**src/rtl/logic_sweep_tester_pkg.sv**
```systemverilog
// Shared types and constants for the exhaustive 5-input sweep tester.
package logic_sweep_tester_pkg;

  localparam int VEC_W   = 5;
  localparam int NUM_VEC = 32;
  localparam int NUM_F   = 4;

  // Vector bit positions: A is the MSB of the driven vector
  localparam int BIT_A = 4;
  localparam int BIT_B = 3;
  localparam int BIT_C = 2;
  localparam int BIT_D = 1;
  localparam int BIT_E = 0;

  localparam int BIT_F1 = 0;
  localparam int BIT_F2 = 1;
  localparam int BIT_F3 = 2;
  localparam int BIT_F4 = 3;

  typedef enum logic [1:0] {
    ST_IDLE,
    ST_SETTLE,
    ST_SAMPLE,
    ST_FINISH
  } state_e;

endpackage

```
**src/rtl/logic_sweep_tester_if.sv**
```systemverilog
// Control, stimulus and capture bundle between the sweep tester and its user.
interface logic_sweep_tester_if;
  import logic_sweep_tester_pkg::*;

  logic               start_i;
  logic               hold_i;
  logic [NUM_F-1:0]   f_i;
  logic [VEC_W-1:0]   vec_o;
  logic               busy_o;
  logic               done_o;
  logic [NUM_VEC-1:0] f1_map_o;
  logic [NUM_VEC-1:0] f2_map_o;
  logic [NUM_VEC-1:0] f3_map_o;
  logic [NUM_VEC-1:0] f4_map_o;
  logic               mismatch_o;
  logic [VEC_W-1:0]   mismatch_idx_o;

  modport slave (
    input  start_i, hold_i, f_i,
    output vec_o, busy_o, done_o, f1_map_o, f2_map_o, f3_map_o, f4_map_o,
           mismatch_o, mismatch_idx_o
  );

  modport master (
    output start_i, hold_i, f_i,
    input  vec_o, busy_o, done_o, f1_map_o, f2_map_o, f3_map_o, f4_map_o,
           mismatch_o, mismatch_idx_o
  );
endinterface

```
**src/rtl/logic_sweep_tester_sweep_capture.sv**
```systemverilog
// One output's minterm map: writes the sampled bit at the current vector and
// flags a disagreement with the expected map when checking is enabled.
module sweep_capture
  import logic_sweep_tester_pkg::*;
#(
  parameter logic [NUM_VEC-1:0] EXP = '0,
  parameter bit                 EN  = 1'b0
) (
  input  logic               clk,
  input  logic               rst,
  input  logic               clr_i,
  input  logic               wr_en_i,
  input  logic [VEC_W-1:0]   idx_i,
  input  logic               bit_i,
  output logic [NUM_VEC-1:0] map_o,
  output logic               mis_o
);

  logic [NUM_VEC-1:0] map_q, map_d;

  always_comb begin
    map_d = map_q;
    if (clr_i)        map_d = '0;
    else if (wr_en_i) map_d[idx_i] = bit_i;
  end

  always_ff @(posedge clk or posedge rst) begin
    if (rst) map_q <= '0;
    else     map_q <= map_d;
  end

  assign map_o = map_q;
  assign mis_o = wr_en_i && EN && (bit_i != EXP[idx_i]);

endmodule

```
**src/rtl/logic_sweep_tester.sv**
```systemverilog
// Steps all 32 input vectors through the block under test, holding each for
// SETTLE+1 cycles, and captures one truth-table map per output.
module logic_sweep_tester
  import logic_sweep_tester_pkg::*;
#(
  parameter int          SETTLE     = 2,
  parameter logic [31:0] EXP_F1     = 32'h0000_0000,
  parameter logic [31:0] EXP_F2     = 32'h0000_0000,
  parameter logic [31:0] EXP_F3     = 32'h0000_0000,
  parameter logic [31:0] EXP_F4     = 32'h0000_0000,
  parameter logic [3:0]  CHECK_MASK = 4'b0000
) (
  input logic                 clk,
  input logic                 rst,
  logic_sweep_tester_if.slave bus
);

  localparam logic [3:0] SETTLE_LAST = (SETTLE == 0) ? 4'd0 : 4'(SETTLE - 1);
  // With no settle window the FSM samples every cycle and never visits SETTLE
  localparam state_e AFTER_VEC = (SETTLE == 0) ? ST_SAMPLE : ST_SETTLE;
  localparam logic [NUM_F*NUM_VEC-1:0] EXP_ALL = {EXP_F4, EXP_F3, EXP_F2, EXP_F1};

  state_e             state_q, state_d;
  logic [VEC_W-1:0]   vec_q, vec_d;
  logic [3:0]         cnt_q, cnt_d;
  logic               mis_q, mis_d;
  logic [VEC_W-1:0]   idx_q, idx_d;
  logic               clr;
  logic               wr_en;
  logic [NUM_F-1:0]   mis_vec;
  logic [NUM_VEC-1:0] maps [NUM_F];

  always_ff @(posedge clk or posedge rst) begin
    if (rst) state_q <= ST_IDLE;
    else     state_q <= state_d;
  end

  always_comb begin
    state_d = state_q;
    vec_d   = vec_q;
    cnt_d   = cnt_q;
    clr     = 1'b0;
    wr_en   = 1'b0;
    case (state_q)
      ST_IDLE: begin
        if (bus.start_i) begin
          clr     = 1'b1;
          vec_d   = '0;
          cnt_d   = '0;
          state_d = AFTER_VEC;
        end
      end
      ST_SETTLE: begin
        if (!bus.hold_i) begin
          if (cnt_q == SETTLE_LAST) state_d = ST_SAMPLE;
          else                      cnt_d   = cnt_q + 4'd1;
        end
      end
      ST_SAMPLE: begin
        if (!bus.hold_i) begin
          wr_en = 1'b1;
          cnt_d = '0;
          if (vec_q == VEC_W'(NUM_VEC - 1)) begin
            state_d = ST_FINISH;
          end else begin
            vec_d   = vec_q + 5'd1;
            state_d = AFTER_VEC;
          end
        end
      end
      ST_FINISH: state_d = ST_IDLE;
      default:   state_d = ST_IDLE;
    endcase
  end

  // Only the first failing vector of a sweep is recorded
  always_comb begin
    mis_d = mis_q;
    idx_d = idx_q;
    if (clr) begin
      mis_d = 1'b0;
      idx_d = '0;
    end else if (wr_en && (|mis_vec) && !mis_q) begin
      mis_d = 1'b1;
      idx_d = vec_q;
    end
  end

  always_ff @(posedge clk or posedge rst) begin
    if (rst) begin
      vec_q <= '0;
      cnt_q <= '0;
      mis_q <= 1'b0;
      idx_q <= '0;
    end else begin
      vec_q <= vec_d;
      cnt_q <= cnt_d;
      mis_q <= mis_d;
      idx_q <= idx_d;
    end
  end

  for (genvar k = 0; k < NUM_F; k++) begin : g_cap
    sweep_capture #(
      .EXP (EXP_ALL[k*NUM_VEC +: NUM_VEC]),
      .EN  (CHECK_MASK[k])
    ) u_cap (
      .clk     (clk),
      .rst     (rst),
      .clr_i   (clr),
      .wr_en_i (wr_en),
      .idx_i   (vec_q),
      .bit_i   (bus.f_i[k]),
      .map_o   (maps[k]),
      .mis_o   (mis_vec[k])
    );
  end

  assign bus.vec_o          = vec_q;
  assign bus.busy_o         = (state_q == ST_SETTLE) || (state_q == ST_SAMPLE);
  assign bus.done_o         = (state_q == ST_FINISH);
  assign bus.f1_map_o       = maps[BIT_F1];
  assign bus.f2_map_o       = maps[BIT_F2];
  assign bus.f3_map_o       = maps[BIT_F3];
  assign bus.f4_map_o       = maps[BIT_F4];
  assign bus.mismatch_o     = mis_q;
  assign bus.mismatch_idx_o = idx_q;

endmodule

```
**src/flat_wrapper.sv**
```systemverilog
// flat-port wrapper written by rule: the top's interface ports become plain ports
module logic_sweep_tester_flat import logic_sweep_tester_pkg::*;
#(
  parameter int          SETTLE     = 2,
  parameter logic [31:0] EXP_F1     = 32'h0000_0000,
  parameter logic [31:0] EXP_F2     = 32'h0000_0000,
  parameter logic [31:0] EXP_F3     = 32'h0000_0000,
  parameter logic [31:0] EXP_F4     = 32'h0000_0000,
  parameter logic [3:0]  CHECK_MASK = 4'b0000
)
  (clk, rst, bus_start_i, bus_hold_i, bus_f_i, bus_vec_o, bus_busy_o, bus_done_o, bus_f1_map_o, bus_f2_map_o, bus_f3_map_o, bus_f4_map_o, bus_mismatch_o, bus_mismatch_idx_o);
  logic_sweep_tester_if bus_i ();
  input logic clk;
  input logic rst;
  input wire logic [$bits(bus_i.start_i)-1:0] bus_start_i;
  input wire logic [$bits(bus_i.hold_i)-1:0] bus_hold_i;
  input wire logic [$bits(bus_i.f_i)-1:0] bus_f_i;
  output wire logic [$bits(bus_i.vec_o)-1:0] bus_vec_o;
  output wire logic [$bits(bus_i.busy_o)-1:0] bus_busy_o;
  output wire logic [$bits(bus_i.done_o)-1:0] bus_done_o;
  output wire logic [$bits(bus_i.f1_map_o)-1:0] bus_f1_map_o;
  output wire logic [$bits(bus_i.f2_map_o)-1:0] bus_f2_map_o;
  output wire logic [$bits(bus_i.f3_map_o)-1:0] bus_f3_map_o;
  output wire logic [$bits(bus_i.f4_map_o)-1:0] bus_f4_map_o;
  output wire logic [$bits(bus_i.mismatch_o)-1:0] bus_mismatch_o;
  output wire logic [$bits(bus_i.mismatch_idx_o)-1:0] bus_mismatch_idx_o;
  assign bus_i.start_i = bus_start_i;
  assign bus_i.hold_i = bus_hold_i;
  assign bus_i.f_i = bus_f_i;
  assign bus_vec_o = bus_i.vec_o;
  assign bus_busy_o = bus_i.busy_o;
  assign bus_done_o = bus_i.done_o;
  assign bus_f1_map_o = bus_i.f1_map_o;
  assign bus_f2_map_o = bus_i.f2_map_o;
  assign bus_f3_map_o = bus_i.f3_map_o;
  assign bus_f4_map_o = bus_i.f4_map_o;
  assign bus_mismatch_o = bus_i.mismatch_o;
  assign bus_mismatch_idx_o = bus_i.mismatch_idx_o;
  logic_sweep_tester #(.SETTLE(SETTLE), .EXP_F1(EXP_F1), .EXP_F2(EXP_F2), .EXP_F3(EXP_F3), .EXP_F4(EXP_F4), .CHECK_MASK(CHECK_MASK)) u_core (.clk(clk), .rst(rst), .bus(bus_i));
endmodule
```
**config.mk**
```make
export PLATFORM = sky130hd
export DESIGN_NAME = logic_sweep_tester_flat
export DESIGN_NICKNAME = d
export VERILOG_FILES = /design/src/rtl/logic_sweep_tester_pkg.sv /design/src/rtl/logic_sweep_tester_if.sv /design/src/rtl/logic_sweep_tester_sweep_capture.sv /design/src/rtl/logic_sweep_tester.sv /design/src/flat_wrapper.sv
export SDC_FILE = /design/constraint.sdc
export NUM_CORES = 1
export LEC_CHECK = 0
export BUFFER_PORTS_ARGS = -buffer_cell sky130_fd_sc_hd__buf_2
export CORE_MARGIN = 2
export CORE_UTILIZATION = 48
export DETAILED_ROUTE_END_ITERATION = 10
export GPL_ROUTABILITY_DRIVEN = 1
export PLACE_DENSITY_LB_ADDON = 0.2
export SLEW_MARGIN = 20
export SYNTH_ARGS = -nofsm -noshare
export SYNTH_HDL_FRONTEND = slang
export SYNTH_SLANG_ARGS = --single-unit
```
**constraint.sdc**
```tcl
create_clock -name clk -period 5.5 [get_ports clk]
set_input_delay 1.65 -clock clk [delete_from_list [all_inputs] [get_ports clk]]
set_output_delay 1.65 -clock clk [all_outputs]
set_load 0.05 [all_outputs]
```
==> flow_results.org <==
** Status
- The flow ran to the end, and the final reports show no timing, DRC or antenna violations.

** Detailed routing
- Initial drt markers :: 286
- Total number of vias :: 4,538
- Dividing the detail-routed via count by the number of cells gives 5.23.
- Antenna-violating nets left :: 0
- Post-DR wirelength/cell :: 17.9 µm
- In the routed design, unresolved DRC markers number 0.
- Total wire length after detailed routing :: 15,500 µm
- The first detailed-routing pass took 4 iterations.

** STA
- TNS Setup :: 0 ps
- Max-slew violation count :: 0
- Setup ws final :: 2340 ps
- The clock arrives with 17.9 ps of skew.
- The final hold violation count is 0.
- Worst-Margin Slew :: 806 ps
- Highest achievable clock rate :: 317 MHz
- Crit share post-route :: 0.574
- Final setup violating endpoints :: 0
- RSZ-0062 raised after global routing :: false
- Min cycle time layout :: 3160 ps
- Relative max-transition margin :: 0.462

** Logic synthesis
- Counting distinct cell types in the post-synthesis netlist gives 38.
- A synthesized cell averages 11.4 µm².
- Synthesis inferred 139 register bits.
- The mapped netlist covers 0.00622 mm².
- For this run, the number of Yosys warnings is 0.
- In the synthesized netlist, the number of instances is 548.
- For this run, the register share of the synthesized area comes to 0.559.

** Finish
- The library cells used most frequently in the layout, excluding fill and tap cells, are 163 x sky130_fd_sc_hd__nand2_1, 142 x sky130_fd_sc_hd__buf_2, 139 x sky130_fd_sc_hd__dfrtp_1.
- Post-route core utilization :: 0.613
- Layout Cells excl Fill :: 867
- Layout area overhead :: 24.3%
- With fillers left out, the area of the finished cells amounts to 0.00773 mm².
- Share of layout cells above drive strength 1 :: 0.286
- The filler cells instantiated in the layout total 1,068.
- At the end of the flow, the number of nets in the layout was 703.
- Final antenna diode count :: 0
- Leading cell type in the layout, fill and taps excluded :: sky130_fd_sc_hd__nand2_1

** Place
- Summing all placed instances gives a cell area of 0.00704 mm².
- Prior to clock tree synthesis, the placed netlist has a worst setup slack of 2080 ps.
- Detailed placement ended at an HPWL of 10,200 µm.
- Port-buffer cells :: 142
- Routability cong. :: 0.817
- Once placement completed, the tool counted placed cells totaling 834.

** Clocking
- Clock-pin slew was measured on the worst setup and hold paths at 60 ps.
- Clock latency on the worst-skew pair, taken at its later pin, is 420 ps.
- Clock sink count :: 139
- After clock tree synthesis, the repair step resized 0 gates.
- TritonCTS built the clock tree.
- Num CTS Buffers :: 17
- Setup bufs post-CTS :: 0
- In this run the deepest clock path goes through 2 buffers.
- CTS placed an instance of sky130_fd_sc_hd__clkbuf_16 at the clock tree root.
- Maximum level of the CTS H-tree :: 4
- Count of hold buffers inserted by post-cts repair :: 0

** Die
- Measured along the y axis, the die boundary spans 118 µm.
- Core Rows :: 41
- Measured along the x axis, the die boundary spans 118 µm.
- For this configuration, the core starts out at a cell density of 0.493.
- Die ar. :: 0.0139 mm²
- 149 I/O pins were placed.
- The core region is 0.0126 mm².

** Global routing
- Maximum number of pins on one net before global-route repair :: 112
- Highest-utilization routing layer at the global route stage :: met2
- Antenna violations before repair :: 0
- For this run the aggregate overflow at the end of global routing stands at 0.
- Global Route Usage Sum :: 0.230
- In the global route stage, met2 resource usage came out at 0.368.
- Vias in the first global route :: 4,741
- For this run, global-route usage on met3 was measured as 0.0683.
- Wire length of the first global-routing pass :: 25,300 µm
- For met1 alone, demand over resource in global routing was 0.306.

** Pwr
- IR analysis of the VDD net gives a maximum drop of 259 µV.
- For this design the ratio of total power to cell area is 411 mW/mm².
- Static leakage :: 4.79 nW

** Run
- Across the run, the number of max-cap violations was 0.

** Setup path
- Critical Path RT :: 3850 ps
- Worst setup EP type :: output pin
- Worst setup path category :: reg -> out
- Launching element type of the critical path :: flop
- Arrival time reported for the critical path endpoint :: 1510 ps
- Along the worst path, the maximum fanout reaches 5.

** Worst hold path
- The worst hold path belongs to the class reg -> reg.
[critical path, stage by stage (launching register included)]
cell	delay, ps
sky130_fd_sc_hd__dfrtp_1	400
sky130_fd_sc_hd__inv_1	140
sky130_fd_sc_hd__ha_1	300
sky130_fd_sc_hd__buf_2	250
[cells in the mapped netlist]
| cell type | number | area (µm²) |
|---|---|---|
| sky130_fd_sc_hd__mux2i_1 | 130 | 1300 |
| sky130_fd_sc_hd__o41ai_2 | 1 | 16.3 |
| sky130_fd_sc_hd__buf_2 | 5 | 25.0 |
| sky130_fd_sc_hd__a21oi_1 | 1 | 5.00 |
| sky130_fd_sc_hd__o31ai_1 | 3 | 22.5 |
| sky130_fd_sc_hd__nor2_1 | 2 | 7.51 |
| sky130_fd_sc_hd__nand2_1 | 167 | 627 |
| sky130_fd_sc_hd__a2111oi_0 | 1 | 8.76 |
| sky130_fd_sc_hd__o21a_1 | 1 | 7.51 |
| sky130_fd_sc_hd__inv_1 | 8 | 30.0 |
| sky130_fd_sc_hd__or2_1 | 1 | 6.26 |
| sky130_fd_sc_hd__nor4_1 | 1 | 6.26 |
| sky130_fd_sc_hd__a2111oi_4 | 1 | 27.5 |
| sky130_fd_sc_hd__buf_1 | 7 | 26.3 |
| sky130_fd_sc_hd__and3_1 | 1 | 6.26 |
| sky130_fd_sc_hd__and2_1 | 1 | 6.26 |
| sky130_fd_sc_hd__o21a_4 | 1 | 15.0 |
| sky130_fd_sc_hd__and4bb_2 | 4 | 50.1 |
| sky130_fd_sc_hd__or3_4 | 1 | 11.3 |
| sky130_fd_sc_hd__nand2b_1 | 1 | 6.26 |
| sky130_fd_sc_hd__ha_1 | 13 | 163 |
| sky130_fd_sc_hd__clkbuf_1 | 17 | 63.8 |
| sky130_fd_sc_hd__nor4bb_1 | 1 | 10.0 |
| sky130_fd_sc_hd__nand3_1 | 3 | 15.0 |
| sky130_fd_sc_hd__o21ai_0 | 7 | 35.0 |
| sky130_fd_sc_hd__nand2_2 | 4 | 25.0 |
| sky130_fd_sc_hd__conb_1 | 1 | 3.75 |
| sky130_fd_sc_hd__a2bb2oi_2 | 1 | 15.0 |
| sky130_fd_sc_hd__or3b_4 | 1 | 11.3 |
| sky130_fd_sc_hd__buf_4 | 8 | 60.1 |
| sky130_fd_sc_hd__and2b_2 | 1 | 8.76 |
| sky130_fd_sc_hd__o41ai_1 | 2 | 17.5 |
| sky130_fd_sc_hd__a211oi_2 | 1 | 12.5 |
| sky130_fd_sc_hd__nor2b_1 | 4 | 25.0 |
| sky130_fd_sc_hd__o32ai_1 | 2 | 17.5 |
| sky130_fd_sc_hd__o311ai_1 | 1 | 8.76 |
| sky130_fd_sc_hd__and4b_1 | 4 | 40.0 |
| sky130_fd_sc_hd__dfrtp_1 | 139 | 3480 |
[kinds of logic (layout without fill, tap and decap cells)]
kind of cell,count (synthesis),after routing,share of synthesized area
compound gates,23,23,0.0336
fa+ha+maj,13,13,0.0261
mux,130,130,0.209
simple gates,197,197,0.139
other cells,1,6,0.000603
buf+inv,45,187,0.0330
flops,139,139,0.559
[state kept, by name, indices dropped and copies added (netlist names)]
name and count:
u_core.g_cap.u_cap.map_o 128, u_core.bus.vec_o 5, u_core.cnt_q 4, u_core.state_q 2
[final timing paths]
kind / start / endpoint / slack (ps) / cells after the start
worst min register to register: u_core.g_cap[1].u_cap.map_o[24]$_DFFE_PP0P_ / u_core.g_cap[1].u_cap.map_o[24]$_DFFE_PP0P_ / 520 / 2
worst min-delay path: u_core.g_cap[1].u_cap.map_o[24]$_DFFE_PP0P_ / u_core.g_cap[1].u_cap.map_o[24]$_DFFE_PP0P_ / 520 / 2
worst max-delay path: u_core.state_q[0]$_DFFE_PP0P_ / bus_busy_o / 2340 / 3
worst max register to register: u_core.state_q[0]$_DFFE_PP0P_ / u_core.g_cap[2].u_cap.map_o[12]$_DFFE_PP0P_ / 3140 / 7
max in group asynchronous: rst / u_core.g_cap[2].u_cap.map_o[26]$_DFFE_PP0P_ / 3560 / 3
min in group asynchronous: rst / u_core.g_cap[1].u_cap.map_o[17]$_DFFE_PP0P_ / 1210 / 2
[per-layer routing]
layer,part of all wire,routed length [µm]
met2,0.48,7470
met3,0.057,885
met4,0.014,210
met1,0.45,6940
met5,0,0
[stage by stage]
step	hold WS (ps)	power, mW
2_1_floorplan	506	1.74
3_3_place_gp	509	1.88
3_5_place_dp	516	1.91
4_1_cts	524	3.20
5_1_grt	543	3.31
6_report	524	3.18
[layout make-up]
cell class,count,area (µm²),area share
clock buffers,20,457,0.0590
clock inverters,12,209,0.0270
inverters,8,35.0,0.00453
multi-input cells,369,2570,0.333
flip-flops and latches,139,3480,0.450
well taps,172,215,0.0278
repair buffers,147,768,0.0993
[report_power, final]
group	internal, mW	leakage [nW]	total, mW	switching [mW]
clock	0.835	0.318	1.28	0.450
sequential	1.08	1.93	1.12	0.0475
combinational	0.192	2.54	0.774	0.582
Power figures use the tool's default switching activity.
